--- config.mk ---
export PLATFORM = sky130hd
export DESIGN_NAME = card_matcher
export DESIGN_NICKNAME = d
export VERILOG_FILES = /design/src/rtl/card_matcher_pkg.sv /design/src/rtl/card_matcher.sv
export SDC_FILE = /design/constraint.sdc
export NUM_CORES = 1
export LEC_CHECK = 0
export BUFFER_PORTS_ARGS = -buffer_cell sky130_fd_sc_hd__clkbuf_2
export CORE_MARGIN = 4
export CORE_UTILIZATION = 49
export DETAILED_ROUTE_END_ITERATION = 8
export PLACE_DENSITY = 0.74
export SYNTH_ARGS = -nofsm -noshare
export SYNTH_HDL_FRONTEND = slang
export SYNTH_SLANG_ARGS = --single-unit
--- constraint.sdc ---
create_clock -name clk -period 3.2 [get_ports clk]
set_input_delay 0.48 -clock clk [delete_from_list [all_inputs] [get_ports clk]]
set_output_delay 0.48 -clock clk [all_outputs]
set_load 0.02 [all_outputs]
--- src/rtl/card_matcher_pkg.sv ---
// Shared types and constants for the card match-decision stage.
package card_matcher_pkg;

    localparam int CELLS   = 36;
    localparam int PAIRS   = 18;
    localparam int POS_W   = 6;
    localparam int PAIRS_W = 5;
    localparam int SCORE_W = 8;

    typedef struct packed {
        logic [2:0] r;
        logic [2:0] g;
        logic [1:0] b;
    } colour_t;

    typedef enum logic [1:0] {
        IDLE,
        RD_A,
        RD_B,
        CMP
    } state_t;

    localparam logic [SCORE_W-1:0] SCORE_INC = 8'd2;
    localparam logic [SCORE_W-1:0] SCORE_DEC = 8'd1;

    function automatic logic [SCORE_W-1:0] score_up(input logic [SCORE_W-1:0] s);
        return (s > (8'd255 - SCORE_INC)) ? 8'd255 : s + SCORE_INC;
    endfunction

    function automatic logic [SCORE_W-1:0] score_down(input logic [SCORE_W-1:0] s);
        return (s < SCORE_DEC) ? 8'd0 : s - SCORE_DEC;
    endfunction

endpackage

--- src/rtl/card_matcher.sv ---
// Match-decision stage: reads two card colours from the board ROM and removes equal pairs.
// Optional scoring is enabled with the CARD_MATCHER_SCORE_EN macro.
module card_matcher #(
    parameter int CELLS = card_matcher_pkg::CELLS,
    parameter int PAIRS = card_matcher_pkg::PAIRS
) (
    input  logic                               clk,
    input  logic                               rst_n,
    input  logic                               new_game,
    input  logic                               start,
    input  logic [card_matcher_pkg::POS_W-1:0] pos_a,
    input  logic [card_matcher_pkg::POS_W-1:0] pos_b,
    output logic [card_matcher_pkg::POS_W-1:0] board_addr,
    input  logic [2:0]                         board_r,
    input  logic [2:0]                         board_g,
    input  logic [1:0]                         board_b,
    output logic                               busy,
    output logic                               done,
    output logic                               match,
    output logic                               reject,
    output logic [CELLS-1:0]                   removed,
    output logic [card_matcher_pkg::PAIRS_W-1:0] pairs_left,
    output logic                               win,
    output logic [card_matcher_pkg::SCORE_W-1:0] score
);
    import card_matcher_pkg::*;

    localparam logic [POS_W-1:0]   CELLS_P = POS_W'(CELLS);
    localparam logic [PAIRS_W-1:0] PAIRS_P = PAIRS_W'(PAIRS);

    state_t               state_q, state_d;
    logic [POS_W-1:0]     board_addr_q, board_addr_d;
    logic [POS_W-1:0]     pos_a_q, pos_a_d;
    logic [POS_W-1:0]     pos_b_q, pos_b_d;
    colour_t              colour_a_q, colour_a_d;
    logic                 done_q, done_d;
    logic                 match_q, match_d;
    logic                 reject_q, reject_d;
    logic [CELLS-1:0]     removed_q, removed_d;
    logic [PAIRS_W-1:0]   pairs_left_q, pairs_left_d;
    logic                 win_q, win_d;

    colour_t              rom_colour;
    logic [2**POS_W-1:0]  removed_ext;
    logic                 illegal;

    assign rom_colour  = colour_t'({board_r, board_g, board_b});
    // Zero-extend so any 6-bit position indexes safely, including out-of-range ones.
    assign removed_ext = {{(2**POS_W - CELLS){1'b0}}, removed_q};
    assign illegal     = (pos_a >= CELLS_P) || (pos_b >= CELLS_P) || (pos_a == pos_b)
                       || removed_ext[pos_a] || removed_ext[pos_b] || win_q;

    always_comb begin
        state_d      = state_q;
        board_addr_d = board_addr_q;
        pos_a_d      = pos_a_q;
        pos_b_d      = pos_b_q;
        colour_a_d   = colour_a_q;
        done_d       = 1'b0;
        match_d      = match_q;
        reject_d     = reject_q;
        removed_d    = removed_q;
        pairs_left_d = pairs_left_q;
        win_d        = win_q;

        if (new_game) begin
            state_d      = IDLE;
            match_d      = 1'b0;
            reject_d     = 1'b0;
            removed_d    = '0;
            pairs_left_d = PAIRS_P;
            win_d        = 1'b0;
        end else begin
            case (state_q)
                IDLE: begin
                    if (start) begin
                        if (illegal) begin
                            done_d   = 1'b1;
                            reject_d = 1'b1;
                            match_d  = 1'b0;
                        end else begin
                            pos_a_d      = pos_a;
                            pos_b_d      = pos_b;
                            board_addr_d = pos_a;
                            state_d      = RD_A;
                        end
                    end
                end
                RD_A: begin
                    board_addr_d = pos_b_q;
                    state_d      = RD_B;
                end
                RD_B: begin
                    colour_a_d = rom_colour;
                    state_d    = CMP;
                end
                CMP: begin
                    done_d   = 1'b1;
                    reject_d = 1'b0;
                    state_d  = IDLE;
                    if (colour_a_q == rom_colour) begin
                        match_d            = 1'b1;
                        removed_d[pos_a_q] = 1'b1;
                        removed_d[pos_b_q] = 1'b1;
                        pairs_left_d       = pairs_left_q - 5'd1;
                        if (pairs_left_q == 5'd1) begin
                            win_d = 1'b1;
                        end
                    end else begin
                        match_d = 1'b0;
                    end
                end
                default: state_d = IDLE;
            endcase
        end
    end

    always_ff @(posedge clk) begin
        if (!rst_n) begin
            state_q      <= IDLE;
            board_addr_q <= '0;
            done_q       <= 1'b0;
            match_q      <= 1'b0;
            reject_q     <= 1'b0;
            removed_q    <= '0;
            pairs_left_q <= PAIRS_P;
            win_q        <= 1'b0;
        end else begin
            state_q      <= state_d;
            board_addr_q <= board_addr_d;
            done_q       <= done_d;
            match_q      <= match_d;
            reject_q     <= reject_d;
            removed_q    <= removed_d;
            pairs_left_q <= pairs_left_d;
            win_q        <= win_d;
        end
    end

    // Latched request and first colour need no reset; they are only read after being loaded.
    always_ff @(posedge clk) begin
        pos_a_q    <= pos_a_d;
        pos_b_q    <= pos_b_d;
        colour_a_q <= colour_a_d;
    end

`ifdef CARD_MATCHER_SCORE_EN
    logic [SCORE_W-1:0] score_q, score_d;

    always_comb begin
        score_d = score_q;
        if (new_game) begin
            score_d = '0;
        end else if (state_q == CMP) begin
            score_d = (colour_a_q == rom_colour) ? score_up(score_q) : score_down(score_q);
        end
    end

    always_ff @(posedge clk) begin
        if (!rst_n) begin
            score_q <= '0;
        end else begin
            score_q <= score_d;
        end
    end

    assign score = score_q;
`else
    assign score = '0;
`endif

    assign board_addr = board_addr_q;
    assign busy       = (state_q != IDLE);
    assign done       = done_q;
    assign match      = match_q;
    assign reject     = reject_q;
    assign removed    = removed_q;
    assign pairs_left = pairs_left_q;
    assign win        = win_q;

endmodule
==> results.md, run 1 <==
* Status: finished clean
* Leakage at 1.737 nW
* Worst hold start: board_g[1]
* Avg Cell Area, Syn at 9.751 µm²
* Final Wtd Congestion at 0.8934
* Antenna-violating nets left at 0
* Post-CTS Resized at 0
* Core area at 7767 µm²
* DRT Pass-1 Iters at 5
* Slew HR at 53.70%
* Worst Path Required at 3.42 ns
* CTS Buf Count at 9
* Htree depth at 3
* Post-Route Skew at 0.01430 ns
* Pwr/cell area at 412.3 nW/µm²
* Synth Instances at 402
* Root Driver: clkbuf_8
* Max-cap violation count at 0
* Comb pwr share at around 8.9%
* CP Launch Type: register
* Final net count at 499
* Worst slew pin tran at ~0.69 ns
* Metal2 WL at 4972 µm
* WHS Path Cells at 1
* Crit. End Element: register
* Final HPWL DP at 7722 µm
* Vias at 3413
* Post-synthesis sequential area ratio at roughly 42%
* RSZ-0062 raised after global routing: false
* Kind of critical path: reg -> reg
* Yosys cell types at 45
* Most frequent cells in the layout: clkbuf_2 (75), nor2_1 (53), dfxtp_1 (53)
* Synth-to-Final Area Change at 15.83%
* First-pass GRT wire length at 16550 µm
* Initial antenna violation count at 0
* Vias in the first global route at ~3200
* Fin util at 58.46%
* Top FF cell, synth: dfxtp_1
* Detailed Route Iter0 Violations at 350
* Final hold vios at 0
* Most common cell after layout, fill and taps aside: clkbuf_2
* Detailed-route DRC error count at 0
* Post-Place Cells at about 560
* Reg-to-Reg Start: removed[35]$_SDFFE_PP0P_
* Share of layout cells above drive strength 1 at 26.00%
* Hold Crit Class: in -> reg
* Final period utilization at ~86%
* Yosys warns at 0
* Initial Utilization at 50.47%
* Die ar. at approximately 9500 µm²
* CTS Hold Bufs at 0
* WL/cell at roughly 18 µm
* Post-CTS Setup Inserts at 0
* Number of flops mapped to enable cells by yosys at 20
* Largest net degree at the start of global routing at 42
* Setup Viol. Count Final at 0
* Ports at 84
* Sequential power share at 51.4%
* CTS Sinks at 73
* Crit Path Max Fanout at 4
* Longest Clk Path Bufs at 2
* P_sw at 0.4891 mW
* Row Count at 32
* Asr flop ratio synth at 0%
* Clock transition at the registers of the reported paths at 0.09 ns
* Worst vdd ir at 0.0002253 V
* Reg-to-reg slack, setup at between 0.4 and 0.5 ns
* Die Wd at slightly below 100 µm
* CTS tree: done
* Routed WL at 10490 µm
* Met3 WL at between 800 and 900 µm
* Arr. time, crit path at 2.99 ns
* Clock latency at the later pin of the worst-skew pair at 0.35 ns
* Diodes inserted at 0
* Die H at 97.44 µm
* Setup TNS at 0 ns
* R2R depth at 7
* Fin crit period at 2.764 ns
* Gr usage total at between 20% and 30%
* Top sig layer: met4
* Net Sw Frac at 26.12%
* Max-slew violations at 0
* Internal Power at ~1.4 mW
* GRT overflow at 0
* Routed length on met1 at 4527 µm
* Yosys reg bits at 73
* Vias per inst at 5.936
* Worst Hold Endpoint: colour_a_q[3]$_DFFE_PP_
* Max frequency at 361.8 MHz
* R2R Path End: state_q[0]$_SDFFE_PP0P_
* Clock power share at just under 40%
* Post-Syn Area at 3920 µm²
* I/O Buffers at 75
* Post-route insts no fill at 575
-- cell type report --
| cell class | count | area, µm² |
|---|---|---|
| Tap cell | 102 | 127.6 |
| Clock buffer | 9 | 123.9 |
| Timing Repair Buffer | 82 | 427.9 |
| Sequential cell | 73 | 1662 |
| Multi-Input combinational cell | 291 | 2079 |
| Inverter | 11 | 41.29 |
| Clock inverter | 7 | 78.83 |
| Fill cell | 699 | 3227 |
-- layer usage --
layer / up-vias / track usage [%]
li1: 1621 / -
met1: 1610 / 29.56
met2: 162 / 35.32
met3: 20 / 4.738
met4: 0 / 5.218
met5: - / 0
-- flip-flops by register name (all words and copies together) (netlist names) --
register	cells
pos_b_q	6
colour_a_q	8
win	1
done	1
reject	1
board_addr	6
pos_a_q	6
state_q	2
pairs_left	5
match	1
removed	36
-- cells by family after synthesis --
kind of cell | share of synthesized area [%]
xor gates and xnor gates | 3.798
AOI/OAI and AO/OA | 17.78
buffers and inverters | 5.394
other | 0.09566
DFF | 42.39
muxes | 13.53
adders and majority gates | 2.234
and+or+nand+nor | 14.78
-- cells in the mapped netlist, types with 2 or more instances --
| library cell | count | area (µm²) |
|---|---|---|
| clkbuf_1 | 20 | 75.07 |
| a21oi_1 | 44 | 220.2 |
| nor2_1 | 53 | 198.9 |
| a311oi_1 | 2 | 17.52 |
| nor3b_1 | 2 | 15.01 |
| and3_1 | 7 | 43.79 |
| mux4_2 | 16 | 360.4 |
| edfxtp_1 | 20 | 600.6 |
| inv_1 | 11 | 41.29 |
| nand3_1 | 6 | 30.03 |
| nand3b_1 | 9 | 67.56 |
| xor2_1 | 8 | 70.07 |
| o41a_1 | 2 | 22.52 |
| nor3_1 | 3 | 15.01 |
| a31oi_1 | 3 | 18.77 |
| or3b_2 | 6 | 52.55 |
| o211ai_1 | 3 | 22.52 |
| buf_2 | 4 | 20.02 |
| nor4_1 | 2 | 12.51 |
| nand2_1 | 16 | 60.06 |
| dfxtp_1 | 53 | 1061 |
| or3_1 | 4 | 25.02 |
| a22oi_1 | 2 | 15.01 |
| buf_4 | 8 | 60.06 |
| o21a_1 | 6 | 45.04 |
| nor2b_1 | 6 | 37.54 |
| o22ai_1 | 36 | 225.2 |
| xnor2_1 | 9 | 78.83 |
| o21ai_0 | 3 | 15.01 |
| mux2i_1 | 17 | 170.2 |
| ha_1 | 7 | 87.58 |
-- per-stage QoR --
step | instance area [µm²] | total power, mW | setup WS [ns] | hold WS, ns
after floorplan | 3946 | 1.101 | 0.09116 | 0.5350
after detailed placement | 4338 | 1.148 | 0.1712 | 0.4711
after CTS | 4541 | 1.878 | 0.4534 | 0.3122
after global routing | 4541 | 1.948 | 0.2994 | 0.3030
final | 4541 | 1.872 | 0.4357 | 0.3222
after global placement | 4338 | 1.144 | 0.2483 | 0.4663
-- worst max-delay path by stage --
stage	from	end	slack [ns]	cells past startpoint
floorplan	pos_b[0]	pos_a_q[0]$_DFFE_PP_	0.09	5
global placement	pos_b[0]	board_addr[1]$_SDFFE_PN0P_	0.25	8
detailed placement	pos_b[1]	board_addr[4]$_SDFFE_PN0P_	0.17	8
CTS	removed[35]$_SDFFE_PP0P_	board_addr[5]$_SDFFE_PN0P_	0.45	7
global route	removed[35]$_SDFFE_PP0P_	board_addr[5]$_SDFFE_PN0P_	0.30	7
finish	removed[35]$_SDFFE_PP0P_	state_q[0]$_SDFFE_PP0P_	0.44	7
-- power by group through the flow --
stage               combinational (mW)  clock, mW  sequential (mW)
finish                           0.166      0.744            0.963
global route                     0.179      0.805            0.963
CTS                              0.165      0.751            0.962
detailed placement               0.164          0            0.984
global placement                 0.161          0            0.983
floorplan                        0.116          0            0.985
-- critical path: stages, from the launching register on --
cell       delay, ns
dfxtp_1         0.35
mux4_2          0.48
o41a_1          0.36
a2111oi_4       0.31
a21bo_1         0.26
a211oi_1        0.56
o21ai_0         0.16
nor3b_1         0.17
(Power assumes the default switching activity.)
==> inputs of run 2 (changes only) <==
ABC_AREA = 1   (was default)
CORE_UTILIZATION = 52   (was 49)
CTS_BUF_LIST = sky130_fd_sc_hd__clkbuf_8   (was default)
PLACE_DENSITY = 0.77   (was 0.74)
==> run 2 against run 1 <==
Against the previous run: count of clock-buffer cells in the layout stayed put; critical path depth is 2 higher; setup slack better by 0.48 ns; final cell count is 40% higher; maximum frequency is 21% higher; routed wire length is 22% higher; critical endpoint is now removed[11]$_SDFFE_PP0P_; largest power group unchanged; highest routed layer unchanged.
==> results.md, run 2 <==
* Status: finished clean
* Slew HR at 58.22% (+4.5 points)
* Max reg flops at 36 (unchanged)
* Leakage at 2.099 nW (+21%)
* Post-Place Cells at 787 (+41%)
* RSZ-0062 raised after global routing: false
* Die Wd at 98.61 µm (+1.2%)
* Vias at 4431 (+30%)
* Vias per inst at 5.518 (-7.0%)
* Count leader, synth: nand2_1
* Synth-to-Final Area Change at 13.54%
* Longest Clk Path Bufs at 2 (unchanged)
* Most frequent cells in the layout: nand2_1 (109), nor2_1 (97), inv_1 (84)
* Pwr/cell area at 410.3 nW/µm² (-0.49%)
* Avg Cell Area, Syn at 6.798 µm² (-30%)
* Fin util at 61.77% (+3.3 points)
* Worst vdd ir at 0.0002601 V (+15%)
* Row Count at 32 (unchanged)
* CTS Hold Bufs at 0 (unchanged)
* Core area at 7848 µm² (+1.0%)
* Post-CTS Setup Inserts at 0 (unchanged)
* Htree depth at 3 (unchanged)
* Reg-to-reg slack, setup at 0.92 ns (+0.48 ns)
* WHS Path Cells at 1 (unchanged)
* Worst slew pin tran at 0.6244 ns (-0.06864 ns)
* Diodes inserted at 0 (unchanged)
* Initial Utilization at 54.40% (+3.9 points)
* Max-slew violations at 0 (unchanged)
* Setup Viol. Count Final at 0 (unchanged)
* Final hold vios at 0 (unchanged)
* CTS tree: done
* Initial antenna violation count at 0 (unchanged)
* Die H at 98.61 µm (+1.2%)
* Crit. End Element: register
* Synth Instances at 628 (+56%)
* Synth top cells by count: nand2_1 (109), nor2_1 (97), inv_1 (83), nand3_1 (75)
* Post-Route Skew at 0.01338 ns (-0.0009223 ns)
* CTS Sinks at 73 (unchanged)
* Yosys top cell by area: dfxtp_1
* Clock transition at the registers of the reported paths at 0.08 ns (about the same)
* WL/cell at 15.94 µm (-13%)
* Post-synthesis sequential area ratio at 38.92% (-3.5 points)
* Top FF cell, synth: dfxtp_1
* Root Driver: clkbuf_8
* Clock latency at the later pin of the worst-skew pair at 0.36 ns (about the same)
* Final Wtd Congestion at 1.054 (+18%)
* Detailed-route DRC error count at 0 (unchanged)
* Gr usage total at 26.45% (+4.7 points)
* Max frequency at 438.3 MHz (+21%)
* Routed WL at 12800 µm (+22%)
* Ports at 84 (unchanged)
* Slowest-stage cell, CP: dfxtp_1
* Worst hold start: board_r[0]
* Share of layout cells above drive strength 1 at 16.69% (-9.3 points)
* Arr. time, crit path at 2.56 ns (-0.43 ns)
* Yosys warns at 0 (unchanged)
* Cell Chain, Critical Path: ha_1 > inv_1 > a21oi_1 > nand4_1 > nor4_1 > and2_1 > buf_4 > o21ai_0 > a21oi_1
* Die ar. at 9723 µm² (+2.4%)
* Setup TNS at 0 ns (unchanged)
* Max-cap violation count at 0 (unchanged)
* I/O Buffers at 75 (unchanged)
* Post-Syn Area at 4269 µm² (+8.9%)
* Antenna-violating nets left at 0 (unchanged)
* CP most frequent cell: a21oi_1
* Yosys reg bits at 73 (unchanged)
* Hold Crit Class: in -> reg
* Number of flops mapped to enable cells by yosys at 20 (unchanged)
* GRT overflow at 0 (unchanged)
* CTS Buf Count at 9 (unchanged)
* Final HPWL DP at 9829 µm (+27%)
* Worst Path Required at 3.48 ns (+0.06 ns)
* Fin crit period at 2.281 ns (-0.4829 ns)
* Final net count at 727 (+46%)
* Post-route insts no fill at 803 (+40%)
* Largest net degree at the start of global routing at 37 (-12%)
* R2R depth at 9 (+2)
* First-pass GRT wire length at 20580 µm (+24%)
* Worst Hold Endpoint: colour_a_q[5]$_DFFE_PP_
* Kind of critical path: reg -> reg
* Yosys cell types at 36 (-20%)
* DRT Pass-1 Iters at 5 (unchanged)
* CP Launch Type: register
* Vias in the first global route at 4224 (+31%)
* Crit-path max cell delay at 0.41 ns (-0.15 ns)
* Most common cell after layout, fill and taps aside: nand2_1
* Largest cells by area after synthesis: dfxtp_1 (25%), edfxtp_1 (14%), nand2_1 (9.6%)
* Final period utilization at 71.29% (-15 points)
* R2R Path End: removed[11]$_SDFFE_PP0P_
* Asr flop ratio synth at 0% (unchanged)
* Crit Path Max Fanout at 36 (+32)
* Reg-to-Reg Start: state_q[1]$_SDFFE_PP0P_
* Share of the synthesized area in the top cell type at 24.85% (-2.2 points)
* Post-CTS Resized at 0 (unchanged)
* Detailed Route Iter0 Violations at 446 (+27%)
-- run 2: cell count changes after synthesis, moves of 7 or more --
cell | previous run | this run
and3_1 | 7 | 0
nor2_1 | 53 | 97
nand3_1 | 6 | 75
a21oi_1 | 44 | 53
o21ai_0 | 3 | 48
inv_1 | 11 | 83
clkbuf_1 | 20 | 7
o22ai_1 | 36 | 4
mux4_2 | 16 | 0
xnor2_1 | 9 | 1
mux2i_1 | 17 | 0
nand2_1 | 16 | 109
nand3b_1 | 9 | 0
-- run 2: layout make-up --
cell class	instances	area [µm²]
clock buffer	9	123.9
clock inverter	7	92.59
fill	770	3000
inverter	89	336.6
multi-input combinational	444	2100
sequential	73	1662
tap	102	127.6
timing repair buffer	79	405.4
-- run 2: worst max-delay path: cells and delay by family (launching register included) --
| kind | cells | cell delay, ns |
|---|---|---|
| buffers and inverters | 2 | 0.42 |
| adders and majority gates | 1 | 0.18 |
| DFF | 1 | 0.41 |
| and+or+nand+nor | 3 | 0.61 |
| AOI/OAI and AO/OA | 3 | 0.58 |
-- run 2: report_power, final --
part	internal, mW	switching, mW
Sequential	0.957	0.00661
Combinational	0.0610	0.147
Clock	0.439	0.378
Total	1.46	0.531
-- run 2: worst max path at each step --
stage / cells past startpoint / endpoint / startpoint
after floorplan: 9 / pos_a_q[0]$_DFFE_PP_ / pos_b[0]
after global placement: 12 / pos_b_q[0]$_DFFE_PP_ / pos_a[0]
after detailed placement: 14 / board_addr[2]$_SDFFE_PN0P_ / pos_a[0]
after CTS: 9 / removed[1]$_SDFFE_PP0P_ / state_q[1]$_SDFFE_PP0P_
after global routing: 9 / removed[32]$_SDFFE_PP0P_ / state_q[1]$_SDFFE_PP0P_
final: 9 / removed[11]$_SDFFE_PP0P_ / state_q[1]$_SDFFE_PP0P_
-- run 2: kinds of logic (layout without fill, tap and decap cells) --
logic type | Yosys count | in the layout | share of synthesized area, %
AOI/OAI and AO/OA | 115 | 115 | 14.04
xor gates and xnor gates | 4 | 4 | 0.8208
adders and majority gates | 7 | 7 | 2.051
buffers and inverters | 118 | 184 | 12.51
DFF | 73 | 73 | 38.92
other | 1 | 8 | 0.08784
and+or+nand+nor | 310 | 310 | 31.57
-- run 2: through the flow --
stage | total power [mW] | setup slack (ns) | hold WS, ns | instance area (µm²)
after floorplan | 1.138 | 0.6741 | 0.4723 | 4295
after global placement | 1.185 | 0.7617 | 0.4794 | 4631
after detailed placement | 1.189 | 0.6937 | 0.4854 | 4631
after CTS | 1.990 | 0.9349 | 0.3036 | 4847
after global routing | 2.067 | 0.7319 | 0.2929 | 4847
final | 1.989 | 0.9186 | 0.3088 | 4847
-- run 2: routing by layer --
layer	part of all wire, %	wire, µm	up-vias	GRT usage, %
met3	10	1312	38	5.520
met5	0	0	-	0
met1	41	5236	1986	33.94
met2	46	5905	247	43.89
met4	2.7	345	0	9.874
li1	-	-	2160	-
==> inputs of run 3 (changes only) <==
CORE_UTILIZATION = 57   (was 52)
PLACE_DENSITY = 0.8   (was 0.77)
clock period = 2.2 ns   (was 3.2 ns; I/O delays follow)
==> run 3 against run 2 <==
Against the previous run: routed wire length rose by 6.2%; sequential cell count stayed put; clock skew decreased by 0.0022 ns; critical path type unchanged; largest cell class unchanged.
==> results.md, run 3 (synthesized netlist as in run 2, its figures left out) <==
* Status: finished clean
* Most common cell after layout, fill and taps aside: nand2_1
* CP Launch Type: register
* Detailed Route Iter0 Violations at 415 (-7.0%)
* Vias per inst at 5.570 (+0.95%)
* Reg-to-reg slack, setup at 0.31 ns (-0.61 ns)
* Die Wd at 94.54 µm (-4.1%)
* Worst Path Required at 2.43 ns (-1.05 ns)
* Longest Clk Path Bufs at 2 (unchanged)
* Diodes inserted at 0 (unchanged)
* GRT overflow at 0 (unchanged)
* Leakage at 2.156 nW (+2.7%)
* DP Worst Slack at 0.06619 ns (-0.6275 ns)
* Most frequent cells in the layout: nand2_1 (109), nor2_1 (97), inv_1 (84)
* Max reg flops at 36 (unchanged)
* Synth-to-Final Area Change at 15.94%
* Max-cap violation count at 0 (unchanged)
* Arr. time, crit path at 2.12 ns (-0.44 ns)
* Worst vdd ir at 0.0004063 V (+56%)
* Core area at 7253 µm² (-7.6%)
* Initial Utilization at 58.86% (+4.5 points)
* Fin util at 68.24% (+6.5 points)
* Gr usage total at 31.64% (+5.2 points)
* DRT Pass-1 Iters at 5 (unchanged)
* Max-slew violations at 0 (unchanged)
* Detailed-route DRC error count at 0 (unchanged)
* Clock latency at the later pin of the worst-skew pair at 0.35 ns (about the same)
* Vias in the first global route at 4300 (+1.8%)
* Htree depth at 3 (unchanged)
* Pwr/cell area at 589.3 nW/µm² (+44%)
* Routed WL at 13590 µm (+6.2%)
* Final period utilization at 85.87% (+15 points)
* Reg-to-Reg Start: state_q[1]$_SDFFE_PP0P_
* CTS tree: done
* Worst Setup SP: state_q[1]$_SDFFE_PP0P_
* Final Power at 2.917 mW (+47%)
* R2R Path End: pairs_left[4]$_SDFFE_PP1P_
* Vias at 4512 (+1.8%)
* Share of layout cells above drive strength 1 at 18.14% (+1.5 points)
* R2R depth at 10 (+1)
* Setup crit end: pairs_left[4]$_SDFFE_PP1P_
* Post-Route Skew at 0.01118 ns (-0.002194 ns)
* Root Driver: clkbuf_8
* CTS Sinks at 73 (unchanged)
* Final Wtd Congestion at 0.9837 (-6.6%)
* Worst slew pin tran at 0.6479 ns (+0.02347 ns)
* Final HPWL DP at 10250 µm (+4.3%)
* Setup Viol. Count Final at 0 (unchanged)
* Fin crit period at 1.889 ns (-0.3922 ns)
* CTS Buf Count at 9 (unchanged)
* Largest net degree at the start of global routing at 43 (+16%)
* First-pass GRT wire length at 21440 µm (+4.2%)
* Max frequency at 529.3 MHz (+21%)
* Initial antenna violation count at 0 (unchanged)
* I/O Buffers at 75 (unchanged)
* Row Count at 31 (-3.1%)
* Post-CTS Resized at 0 (unchanged)
* Worst setup margin at 0.3108 ns (-0.6078 ns)
* Final hold vios at 0 (unchanged)
* CTS Hold Bufs at 0 (unchanged)
* Die ar. at 8938 µm² (-8.1%)
* Clock transition at the registers of the reported paths at 0.08 ns (about the same)
* Kind of critical path: reg -> reg
* Antenna-violating nets left at 0 (unchanged)
* Crit Path Max Fanout at 42 (+17%)
* RSZ-0062 raised after global routing: false
* Setup TNS at 0 ns (unchanged)
* Ports at 84 (unchanged)
* Final net count at 737 (+1.4%)
* Crit. End Element: register
* Die H at 94.54 µm (-4.1%)
* Hold Crit Class: in -> reg
* Slew HR at 56.65% (-1.6 points)
* Post-CTS Setup Inserts at 0 (unchanged)
* WL/cell at 16.78 µm (+5.3%)
==> run 3: worst min path at each step <==
stage / start / endpoint / cells after the start
global route: board_r[0] / colour_a_q[5]$_DFFE_PP_ / 1
detailed placement: removed[7]$_SDFFE_PP0P_ / removed[7]$_SDFFE_PP0P_ / 2
floorplan: board_b[0] / colour_a_q[0]$_DFFE_PP_ / 0
global placement: match$_SDFFE_PP0P_ / match$_SDFFE_PP0P_ / 2
finish: board_r[0] / colour_a_q[5]$_DFFE_PP_ / 1
CTS: board_r[0] / colour_a_q[5]$_DFFE_PP_ / 1
==> run 3: routing by layer <==
layer	up-vias	GRT usage (%)	wire, µm
met2	253	53.07	6478
met1	2046	39.20	5471
met4	0	14.18	461
met5	-	0	0
met3	36	6.454	1179
li1	2177	-	-
==> run 3: cell type report <==
class | count | area, µm²
clock buffers | 9 | 123.9
flip-flops and latches | 73 | 1662
well taps | 99 | 123.9
clock inverters | 7 | 93.84
multi-input cells | 444 | 2105
inverters | 89 | 336.6
fillers | 659 | 2303
repair buffers | 89 | 505.5
==> run 3: metrics by stage <==
| step | cells | hold slack (ns) | cell area, µm² |
|---|---|---|---|
| floorplan | 635 | 0.4289 | 4300 |
| global placement | 794 | 0.4724 | 4732 |
| detailed placement | 794 | 0.4731 | 4732 |
| CTS | 810 | 0.1584 | 4950 |
| global route | 810 | 0.1637 | 4950 |
| finish | 810 | 0.1621 | 4950 |
==> run 3: worst max-delay path, cell delays in order, from the launching register on <==
cell and delay (ns):
dfxtp_1 0.39, ha_1 0.17, inv_1 0.08, a21oi_1 0.12, nand4_1 0.12, nor4_1 0.15, and2_1 0.20, buf_12 0.20
nand2_1 0.10, o21ai_0 0.15, nand3_1 0.08
==> run 3: report_power, final <==
part / leakage [nW] / switching [mW] / internal (mW) / total [mW]
Combinational: 1.44 / 0.223 / 0.103 / 0.325
Sequential: 0.608 / 0.00952 / 1.39 / 1.40
Clock: 0.111 / 0.551 / 0.639 / 1.19
